**src/rtl/squash_pkg.sv**
```systemverilog
// Shared types and constants for the squash rally controller.
package squash_pkg;

    localparam int unsigned COURT_LEN = 16;
    localparam int unsigned POS_W     = $clog2(COURT_LEN);
    localparam logic [1:0]  WIN_SCORE = 2'd3;

    localparam int unsigned DEF_TICK_INIT = 25_000_000;
    localparam int unsigned DEF_TICK_STEP = 1_000_000;
    localparam int unsigned DEF_TICK_MIN  = 5_000_000;

    typedef enum logic [2:0] {
        ST_IDLE,
        ST_SERVE,
        ST_TO_WALL,
        ST_FROM_WALL,
        ST_POINT,
        ST_GAMEOVER
    } state_e;

    function automatic logic [COURT_LEN-1:0] court_onehot(input logic [POS_W-1:0] pos);
        court_onehot      = '0;
        court_onehot[pos] = 1'b1;
    endfunction

    function automatic logic [1:0] score_inc(input logic [1:0] score);
        score_inc = (score == WIN_SCORE) ? score : score + 2'd1;
    endfunction

endpackage

```
**src/rtl/rally_timer.sv**
```systemverilog
// Step tick generator: pulses when the counter reaches period-1, then restarts.
module rally_timer (
    input  logic        clk_i,
    input  logic        rst_i,
    input  logic [31:0] period_i,
    input  logic        clear_i,
    output logic        tick_o
);

    logic [31:0] cnt_q, cnt_d;

    assign tick_o = (cnt_q == period_i - 32'd1);

    always_comb begin
        cnt_d = cnt_q + 32'd1;
        if (clear_i || tick_o) begin
            cnt_d = '0;
        end
    end

    always_ff @(posedge clk_i) begin
        if (rst_i) begin
            cnt_q <= '0;
        end else begin
            cnt_q <= cnt_d;
        end
    end

endmodule

```
**src/rtl/squash_rally_ctrl.sv**
```systemverilog
// Single-player-pair squash rally: serve, wall bounce, hit window, faults and scoring.
// state        | meaning
// ST_IDLE      | waiting for any press to start a game
// ST_SERVE     | ball at player end, waiting for the turn player to serve
// ST_TO_WALL   | ball travelling toward the wall
// ST_FROM_WALL | ball returning; pos 0 is the hit window
// ST_POINT     | point just scored, court lit for one period
// ST_GAMEOVER  | a player reached the winning score
module squash_rally_ctrl
    import squash_pkg::*;
#(
    parameter int unsigned TICK_INIT = DEF_TICK_INIT,
    parameter int unsigned TICK_STEP = DEF_TICK_STEP,
    parameter int unsigned TICK_MIN  = DEF_TICK_MIN
) (
    input  logic                 clock_i,
    input  logic                 reset_i,
    input  logic                 leftplayer_i,
    input  logic                 rightplayer_i,
    output logic [COURT_LEN-1:0] light_o,
    output logic [1:0]           leftpscore_o,
    output logic [1:0]           rightpscore_o,
    output logic                 gamestate_o,
    output logic                 turn_o
);

    state_e               state_q, state_d;
    logic [POS_W-1:0]     pos_q, pos_d;
    logic                 turn_q, turn_d;
    logic [31:0]          period_q, period_d;
    logic [1:0]           lscore_q, lscore_d;
    logic [1:0]           rscore_q, rscore_d;
    logic [COURT_LEN-1:0] light_q, light_d;
    logic                 left_hist_q, right_hist_q, armed_q;
    logic                 left_press_q, right_press_q;
    logic                 tick;
    logic                 turn_press, opp_press, any_press;
    logic                 point_req, point_right;

    // armed_q masks the first sample after reset so a held button cannot fire
    always_ff @(posedge clock_i) begin
        if (reset_i) begin
            left_hist_q   <= 1'b0;
            right_hist_q  <= 1'b0;
            armed_q       <= 1'b0;
            left_press_q  <= 1'b0;
            right_press_q <= 1'b0;
        end else begin
            left_hist_q   <= leftplayer_i;
            right_hist_q  <= rightplayer_i;
            armed_q       <= 1'b1;
            left_press_q  <= armed_q & leftplayer_i & ~left_hist_q;
            right_press_q <= armed_q & rightplayer_i & ~right_hist_q;
        end
    end

    rally_timer u_timer (
        .clk_i    (clock_i),
        .rst_i    (reset_i),
        .period_i (period_q),
        .clear_i  (state_d != state_q),
        .tick_o   (tick)
    );

    assign turn_press = turn_q ? right_press_q : left_press_q;
    assign opp_press  = turn_q ? left_press_q  : right_press_q;
    assign any_press  = left_press_q | right_press_q;

    always_comb begin
        state_d     = state_q;
        pos_d       = pos_q;
        turn_d      = turn_q;
        period_d    = period_q;
        lscore_d    = lscore_q;
        rscore_d    = rscore_q;
        point_req   = 1'b0;
        point_right = 1'b0;
        case (state_q)
            ST_IDLE: begin
                if (any_press) begin
                    state_d  = ST_SERVE;
                    pos_d    = '0;
                    turn_d   = 1'b0;
                    period_d = TICK_INIT;
                end
            end
            ST_SERVE: begin
                if (turn_press) begin
                    state_d = ST_TO_WALL;
                    pos_d   = POS_W'(1);
                    turn_d  = ~turn_q;
                end
            end
            ST_TO_WALL: begin
                // A turn-player fault outranks a simultaneous opponent press
                if (turn_press) begin
                    point_req   = 1'b1;
                    point_right = ~turn_q;
                end else if (opp_press) begin
                    point_req   = 1'b1;
                    point_right = turn_q;
                end else if (tick) begin
                    if (pos_q == POS_W'(COURT_LEN - 1)) begin
                        state_d = ST_FROM_WALL;
                        pos_d   = POS_W'(COURT_LEN - 2);
                    end else begin
                        pos_d = pos_q + POS_W'(1);
                    end
                end
            end
            ST_FROM_WALL: begin
                if (turn_press && pos_q == '0) begin
                    state_d  = ST_TO_WALL;
                    pos_d    = POS_W'(1);
                    turn_d   = ~turn_q;
                    period_d = (period_q >= TICK_MIN + TICK_STEP) ? period_q - TICK_STEP : TICK_MIN;
                end else if (turn_press) begin
                    point_req   = 1'b1;
                    point_right = ~turn_q;
                end else if (opp_press) begin
                    point_req   = 1'b1;
                    point_right = turn_q;
                end else if (tick) begin
                    if (pos_q == '0) begin
                        point_req   = 1'b1;
                        point_right = ~turn_q;
                    end else begin
                        pos_d = pos_q - POS_W'(1);
                    end
                end
            end
            ST_POINT: begin
                if (tick) begin
                    if (lscore_q == WIN_SCORE || rscore_q == WIN_SCORE) begin
                        state_d = ST_GAMEOVER;
                    end else begin
                        state_d  = ST_SERVE;
                        pos_d    = '0;
                        period_d = TICK_INIT;
                    end
                end
            end
            ST_GAMEOVER: begin
                if (any_press) begin
                    state_d  = ST_IDLE;
                    lscore_d = '0;
                    rscore_d = '0;
                    pos_d    = '0;
                    turn_d   = 1'b0;
                end
            end
            default: state_d = ST_IDLE;
        endcase

        // The point loser serves next, so turn is handed over on entry to POINT
        if (point_req) begin
            state_d = ST_POINT;
            turn_d  = ~point_right;
            if (point_right) begin
                rscore_d = score_inc(rscore_q);
            end else begin
                lscore_d = score_inc(lscore_q);
            end
        end

        case (state_d)
            ST_SERVE, ST_TO_WALL, ST_FROM_WALL: light_d = court_onehot(pos_d);
            ST_POINT, ST_GAMEOVER:              light_d = '1;
            default:                            light_d = '0;
        endcase
    end

    always_ff @(posedge clock_i) begin
        if (reset_i) begin
            state_q  <= ST_IDLE;
            pos_q    <= '0;
            turn_q   <= 1'b0;
            period_q <= TICK_INIT;
            lscore_q <= '0;
            rscore_q <= '0;
            light_q  <= '0;
        end else begin
            state_q  <= state_d;
            pos_q    <= pos_d;
            turn_q   <= turn_d;
            period_q <= period_d;
            lscore_q <= lscore_d;
            rscore_q <= rscore_d;
            light_q  <= light_d;
        end
    end

    assign light_o       = light_q;
    assign leftpscore_o  = lscore_q;
    assign rightpscore_o = rscore_q;
    assign turn_o        = turn_q;
    assign gamestate_o   = (state_q == ST_SERVE) || (state_q == ST_TO_WALL) ||
                           (state_q == ST_FROM_WALL) || (state_q == ST_POINT);

endmodule
```
**config.mk**
```make
export PLATFORM = sky130hd
export DESIGN_NAME = squash_rally_ctrl
export DESIGN_NICKNAME = d
export VERILOG_FILES = /design/src/rtl/squash_pkg.sv /design/src/rtl/rally_timer.sv /design/src/rtl/squash_rally_ctrl.sv
export SDC_FILE = /design/constraint.sdc
export NUM_CORES = 1
export LEC_CHECK = 0
export CAP_MARGIN = 20
export CORE_AREA = 10 10 129 131
export DETAILED_ROUTE_END_ITERATION = 10
export DIE_AREA = 0 0 139 141
export GPL_TIMING_DRIVEN = 0
export HOLD_SLACK_MARGIN = 0.05
export PLACE_DENSITY_LB_ADDON = 0.05
export SETUP_SLACK_MARGIN = 0.02
export SYNTH_ARGS = -nofsm -noshare
export SYNTH_HDL_FRONTEND = slang
export SYNTH_SLANG_ARGS = --single-unit
export TNS_END_PERCENT = 10
```
**constraint.sdc**
```tcl
create_clock -name clock_i -period 7.8 [get_ports clock_i]
set_input_delay 1.17 -clock clock_i [delete_from_list [all_inputs] [get_ports clock_i]]
set_output_delay 1.17 -clock clock_i [all_outputs]
set_load 0.01 [all_outputs]
```
Yosys cells after proc, flatten, opt, wreduce, memory -nomap -nowiden
Cells that the tools add are included.
{"block": "totals", "register_bits": 97, "inputBits": 4, "output_inout_bits": 22}
{"block": "classes", "addsub": 7, "n_lt_le_gt_ge": 3, "n_eq_ne": 24, "mux": 69, "n_bitwise": 9, "reduce_logical": 17}
{"operator": "$mux 32", "count": 5}
{"operator": "$pmux 32 s3", "count": 1}
{"operator": "$mux 4", "count": 13}
{"operator": "$mux 3", "count": 11}
{"operator": "$add 32x1->32 const B", "count": 1}
{"operator": "$eq 32x32->1", "count": 1}
{"operator": "$ge 32x23->1 const B", "count": 1}
{"operator": "$pmux 16 s2", "count": 1}
{"operator": "$sub 32x1->32 const B", "count": 1}
{"operator": "$sub 32x20->32 const B", "count": 1}
{"operator": "$mux 1", "count": 22}
{"operator": "$mux 2", "count": 10}
{"operator": "$pmux 4 s5", "count": 1}
{"operator": "$pmux 3 s6", "count": 1}
{"operator": "$eq 3x2->1 const B", "count": 4}
{"operator": "$eq 3x3->1 const B", "count": 4}
{"operator": "$ne 3x3->1 const B", "count": 4}
{"operator": "$eq 3x1->1 const B", "count": 2}
{"operator": "$ne 2x2->1 const B", "count": 3}
{"operator": "$reduce_or 2->1", "count": 3}
{"operator": "$logic_or 1x1->1", "count": 5}
{"operator": "$lt 4x5->1 const B", "count": 1}
{"operator": "$reduce_and 5->1", "count": 1}
{"operator": "$add 2x1->2 const B", "count": 2}
{"operator": "other kinds (21)", "count": 30}

Logic depth before layout (Yosys ltp)
{"block": "depth", "word_depth": 12, "mapped_depth": 15}

Cells and area by module
Synthesis repeated with hierarchy kept, for this count alone.
{"block": "hier_totals", "cells_unflattened": 712, "area_unflattened_um2": 6204.7}
{"mod": "squash_rally_ctrl", "instances": 1, "cells_each": 362, "area_per_inst_um2": 3179.3, "seq_area_each_um2": 1181.1}
{"mod": "rally_timer", "instances": 1, "cells_each": 350, "area_per_inst_um2": 3025.4, "seq_area_each_um2": 640.6}

Worst setup path after synthesis
Ideal clock, no wire load.
{"block": "synth_path", "path_kind": "register to register", "start": "reg period_q[6]", "end": "reg period_q[18]", "arrival_time_ns": 3.907, "required_ns": 7.672, "slack_ns": 3.765, "stages_incl_launch_ff": 16, "path_buffers": 3, "period_less_slack_ns": 4.035, "cell_sequence": "dfxtp_1 inv_1 ha_1 nor3b_1 and4_1 clkbuf_1 xnor2_1 a211o_1 or4b_4 or4_1 a221o_1 buf_6 buf_6 nor3_2 xnor2_1 nand2_1"}
{"block": "synth_via", "elab_chain_cells": 4, "word_cells_on_any_way": 9, "cone_classes": "add/sub: 2; order compare: 1; eq/ne: 2; mux: 3; reduce/logical: 1"}
{"item": "start: declaration", "line_no": "squash_rally_ctrl.sv:30", "text": "logic [31:0] period_q, period_d;"}
{"item": "start signal: assignment", "line_no": "squash_rally_ctrl.sv:186", "text": "period_q <= period_d;"}
{"item": "$sub 32x1->32 (tied with other cells)", "line_no": "rally_timer.sv:12", "text": "assign tick_o = (cnt_q == period_i - 32'd1);"}
{"item": "$eq 32x32->1 or $mux 32 (tied branches)", "line_no": "rally_timer.sv:12, squash_rally_ctrl.sv:116"}
{"item": "$ne 2x1->1 (no source line) or $mux 32 (tied branches)"}
{"item": "$reduce_and 5->1 (no source line) or $pmux 32 s3 (tied branches)"}
Parallel ways exist; a longest one is shown, timed or not. The select of a mux whose other input is x is not followed.
A chain may end at the register's enable or synchronous reset.

Worst setup path in the final report
{"block": "layout_path", "start": "reg period_q[6]", "end": "reg u_timer.cnt_q[29]"}
{"block": "layout_via", "elab_chain_cells": 11, "word_cells_on_any_way": 16, "cone_classes": "add/sub: 1; eq/ne: 2; mux: 11; reduce/logical: 2"}
{"item": "$sub 32x1->32 (*)", "line_no": "rally_timer.sv:12"}
{"item": "$eq 32x32->1 (*)", "line_no": "rally_timer.sv:12"}
{"item": "$mux 1", "line_no": "squash_rally_ctrl.sv:123", "text": "end else if (tick) begin"}
{"item": "$mux 1", "line_no": "squash_rally_ctrl.sv:120", "text": "end else if (opp_press) begin"}
{"item": "$mux 1", "line_no": "squash_rally_ctrl.sv:117", "text": "end else if (turn_press) begin"}
{"item": "$mux 1", "line_no": "squash_rally_ctrl.sv:112", "text": "if (turn_press && pos_q == '0) begin"}
{"item": "$pmux 1 s2", "line_no": "squash_rally_ctrl.sv:78", "text": "case (state_q)"}
{"item": "$mux 3", "line_no": "squash_rally_ctrl.sv:156", "text": "if (point_req) begin"}
{"item": "$ne 3x3->1", "line_no": "squash_rally_ctrl.sv:61", "text": ".clear_i (state_d != state_q),"}
{"item": "$logic_or 1x1->1 (*)", "line_no": "rally_timer.sv:16", "text": "if (clear_i || tick_o) begin"}
{"item": "$reduce_or 2->1 (no source line) (*)"}
{"item": "end signal: assignment", "line_no": "rally_timer.sv:25", "text": "cnt_q <= cnt_d;"}
{"item": "end: declaration", "line_no": "rally_timer.sv:10", "text": "logic [31:0] cnt_q, cnt_d;"}
Every way passes the cells marked *; elsewhere a longest branch is shown, timed or not.

==> PnR_summary.wiki <==
{| class="wikitable"
! Metric !! Value
|-
| Result of the run || finished clean
|-
| Layout Cells excl Fill || just over 900
|-
| Unrepaired setup endpoints after global routing || false
|-
| CTS H-tree depth || 3
|-
| Num CTS Buffers || 9
|-
| Vias/cell || between 5 and 6
|-
| Vias || a little over 5k
|-
| Worst Setup Slack, final || between 2 and 2.5 ns
|-
| Longest Clk Path Bufs || 2
|-
| Synth cell count leaders || sky130_fd_sc_hd__nor2_1 (107), sky130_fd_sc_hd__dfxtp_1 (91), sky130_fd_sc_hd__xnor2_1 (53)
|-
| Final Net Count || 742
|-
| Cell-internal power || approximately 0.82 mW
|-
| Combined area of all synthesized cells || about 5500 sq um
|-
| Effective utilization at floorplan || 0.3884
|-
| Placed Instances || between 900 and 1k
|-
| Cell seen most often among critical-path stages || sky130_fd_sc_hd__clkbuf_1
|-
| Yosys synthesis warning count || 0
|-
| Cts-stage hold buffer count || 0
|-
| Detailed Place HPWL || 11320 um
|-
| Peak ir drop on the vdd network || 0.1098 mV
|-
| Switching pwr || about 0.27 mW
|-
| Remaining max-slew budget at the tightest pin || 0.3164
|-
| Standard cell area after detailed placement || between 5000 and 6000 sq um
|-
| Total congestion overflow after global routing || 0
|-
| I/O pin count || 26
|-
| Setup slack at placement || 2.512 ns
|-
| Pins Over Slew Limit || 0
|-
| Predominant post-synthesis flop cell || sky130_fd_sc_hd__dfxtp_1
|-
| Reg-to-reg slack, setup || about 2.5 ns
|-
| Critical Setup Path Class || register to register
|-
| Cells resized by post-CTS repair || 0
|-
| Fillcell total || around 1.4k
|-
| Min-Delay Startpoint || u_timer.cnt_q[0]$_SDFF_PP0_
|-
| Relative contribution of sequential cells to total power || 0.438
|-
| Clock group share of total power || 0.471
|-
| Die height || 141 um
|-
| Final RePlAce weighted congestion || about 0.89
|-
| Cell chain of the critical path || inv_1 > ha_1 > nor3b_1 > and4_1 > clkbuf_1 > o2111ai_1 > a211oi_1 > nand4bb_1 > nor3_1 > clkbuf_1 > a21oi_1 > or3_1 > nand4_1 > clkbuf_1 > nor2_1
|-
| Total power density per cell area || between 150 and 200 nW/um^2
|-
| Crit. Startpoint || period_q[6]$_SDFFE_PP1P_
|-
| Worst hold path stage count || 1
|-
| End point of the most critical hold path || u_timer.cnt_q[0]$_SDFF_PP0_
|-
| Area growth from synthesis to final layout || 14.92%
|-
| Cell at the root of the clock tree || sky130_fd_sc_hd__clkbuf_16
|-
| TritonCTS clock tree || built
|-
| Fmax || between 150 and 200 MHz
|-
| Total Negative Setup Slacks || 0 ns
|-
| Non-Filler Cell Area, Final || 6340 sq um
|-
| Total of flip-flops plus latches after synthesis || a little over 90
|-
| Clock-pin slew on the worst setup and hold paths || about 0.07 ns
|-
| Total detailed-routing wirelength || 15090 um
|-
| Static leakage power || about 2.2 nW
|-
| Share of the yosys chip area belonging to registers || 0.3302
|-
| Cell type with the largest total area after synthesis || sky130_fd_sc_hd__dfxtp_1
|-
| CP Data Arrival Time || about 5.6 ns
|-
| Kind of path behind the tightest hold check || register to register
|-
| Final period util || 0.6853
|-
| Final setup fails || 0
|-
| Minimum period implied by the final worst setup slack || approximately 5.3 ns
|-
| Startpoint kind of the worst setup timing path || register
|-
| Ant diodes || 0
|-
| Slowest cell delay on critical path || approximately 0.8 ns
|-
| Total global-route track usage || 0.1515
|-
| Maximum number of pins on one net before global-route repair || 17
|-
| Floorplan row count || 44
|-
| Number of DRC markers in iteration 0 || approximately 440
|-
| Net count after synthesis || 706
|-
| FF-to-FF Start || period_q[6]$_SDFFE_PP1P_
|-
| Worst r2r dst || u_timer.cnt_q[29]$_SDFF_PP0_
|-
| Number of cells on the worst reg-to-reg path || 15
|-
| Count of flip-flops with a built-in enable after synthesis || 0
|-
| Area enclosed by the die boundary || between 15000 and 20000 sq um
|-
| Worst-Margin Slew || between 1 and 1.5 ns
|-
| Cell type of the slowest stage on the worst timing path || sky130_fd_sc_hd__nor3b_1
|-
| Main area contributors after synthesis || sky130_fd_sc_hd__dfxtp_1 (33%), sky130_fd_sc_hd__xnor2_1 (8.4%), sky130_fd_sc_hd__nor2_1 (7.3%)
|-
| Crit path capture type || register
|-
| Avg Inst Size Synth || roughly 7.9 sq um
|-
| Synth Instances || approximately 700
|-
| Distinct cell type count of the synthesized netlist || 69
|-
| Combinational power share || 0.091
|-
| Switching portion of total power || 0.2448
|-
| Post-synthesis async set-or-reset flop share || 0
|-
| Global-route wire length before repair || between 20000 and 25000 um
|-
| End-of-flow core utilization || 0.4464
|-
| Area inside the core boundary || around 14000 sq um
|-
| Maximum clock skew at final layout || roughly 0.0068 ns
|-
| Max-cap violation count || 0
|-
| Worst EP required || between 8 and 9 ns
|-
| Critical Path Fanout Max || 10
|-
| Most frequently used cell type in the post-synthesis netlist || sky130_fd_sc_hd__nor2_1
|-
| Number of antenna violations at the first check in global routing || 0
|-
| Count of clock tree sinks || 91
|-
| Share of the synthesized area in the top cell type || 0.3302
|-
| Average wire per cell in the routed design || about 16 um
|-
| Worst skew pair latency || 0.35 ns
|-
| Count of input and output buffers || 24
|-
| Fraction of layout instances using a drive strength above 1 || 0.07201
|-
| Vias in the first global route || 4778
|-
| DRC errors left || 0
|-
| Floorplan die width || between 100 and 150 um
|-
| Total count of hold-check failures in the final report || 0
|-
| Post-CTS Setup Bufs || 0
|-
| Number of iterations in the first detailed-routing pass || 5
|-
| Final ANT Viol Nets || 0
|}
-- worst max path at each step --
stage,to,slack [ns],cells past startpoint
after floorplan,period_q[18]$_SDFFE_PP1P_,3.76,15
after global placement,u_timer.cnt_q[30]$_SDFF_PP0_,2.53,15
after detailed placement,u_timer.cnt_q[29]$_SDFF_PP0_,2.51,15
after CTS,u_timer.cnt_q[29]$_SDFF_PP0_,2.48,15
after global routing,u_timer.cnt_q[30]$_SDFF_PP0_,1.87,15
final,u_timer.cnt_q[29]$_SDFF_PP0_,2.45,15
-- critical path, delay by kind of cell (launching register included) --
kind | cells | cell delay [ns]
buffers and inverters | 4 | 1.28
AND/OR/NAND/NOR | 7 | 2.47
flip-flops | 1 | 0.36
adder cells (fa/ha/maj) | 1 | 0.30
AO/OA/AOI/OAI | 3 | 0.78
-- metal layers --
layer / global-route usage / share of wire
met1: 0.2129 / 0.50
met2: 0.2233 / 0.42
met3: 0.03023 / 0.062
met4: 0.05382 / 0.018
met5: 0 / 0
-- power by group through the flow --
stage / clock (mW) / combinational, mW / sequential [mW]
floorplan: 0 / 0.0705 / 0.486
global route: 0.540 / 0.109 / 0.477
CTS: 0.526 / 0.0983 / 0.476
finish: 0.513 / 0.0992 / 0.476
global placement: 0 / 0.0970 / 0.487
detailed placement: 0 / 0.0978 / 0.487
-- cells by family after synthesis --
group / synth area share
simple gates: 0.2962
compound gates: 0.1572
flops: 0.3302
xor+xnor: 0.1359
buf+inv: 0.04763
mux: 0.01701
fa+ha+maj: 0.01588
-- cell type report --
type | count | area, sq um | area share
flip-flops and latches | 91 | 1822 | 0.2873
repair buffers | 25 | 245.2 | 0.03868
clock inverters | 7 | 122.6 | 0.01934
multi-input cells | 543 | 3432 | 0.5413
inverters | 12 | 45.04 | 0.007105
well taps | 184 | 230.2 | 0.03631
plain buffers | 49 | 217.7 | 0.03434
clock buffers | 9 | 225.2 | 0.03552
-- placed cells by master (no fill, tap or decap), types with 4 or more instances in the layout --
master	instances
sky130_fd_sc_hd__nor2b_1	5
sky130_fd_sc_hd__nor3_1	27
sky130_fd_sc_hd__clkdlybuf4s50_1	24
sky130_fd_sc_hd__nor2_1	107
sky130_fd_sc_hd__nand2_1	52
sky130_fd_sc_hd__o211a_1	4
sky130_fd_sc_hd__o21ai_0	31
sky130_fd_sc_hd__or4_1	6
sky130_fd_sc_hd__mux2i_1	6
sky130_fd_sc_hd__o22ai_1	9
sky130_fd_sc_hd__a211oi_1	8
sky130_fd_sc_hd__or3_1	7
sky130_fd_sc_hd__nor4_1	9
sky130_fd_sc_hd__buf_6	4
sky130_fd_sc_hd__dfxtp_1	91
sky130_fd_sc_hd__ha_1	7
sky130_fd_sc_hd__nand4_1	15
sky130_fd_sc_hd__or2_2	8
sky130_fd_sc_hd__nor3b_1	4
sky130_fd_sc_hd__xor2_1	30
sky130_fd_sc_hd__inv_1	12
sky130_fd_sc_hd__a21oi_1	28
sky130_fd_sc_hd__and3_1	14
sky130_fd_sc_hd__nand2b_1	7
sky130_fd_sc_hd__xnor2_1	53
sky130_fd_sc_hd__a31oi_1	12
sky130_fd_sc_hd__o211ai_1	5
sky130_fd_sc_hd__clkbuf_1	40
sky130_fd_sc_hd__nand3_1	18
sky130_fd_sc_hd__and2_1	4
sky130_fd_sc_hd__clkbuf_16	9
sky130_fd_sc_hd__a211o_1	6
-- metrics by stage --
step                total power, mW  hold slack [ns]
floorplan                    0.5568           0.4297
global placement             0.5836           0.4435
detailed placement           0.5846           0.4539
CTS                           1.100           0.4696
global route                  1.127           0.5268
finish                        1.088           0.4673
-- sequential cells by signal, summed over array words and instances, names as in the netlist --
name / cells
u_timer.cnt_q: 32
period_q: 26
light_o: 16
pos_q: 4
state_q: 3
leftpscore_o: 2
rightpscore_o: 2
armed_q: 1
left_hist_q: 1
left_press_q: 1
right_hist_q: 1
right_press_q: 1
turn_o: 1
(Power assumes the default switching activity.)
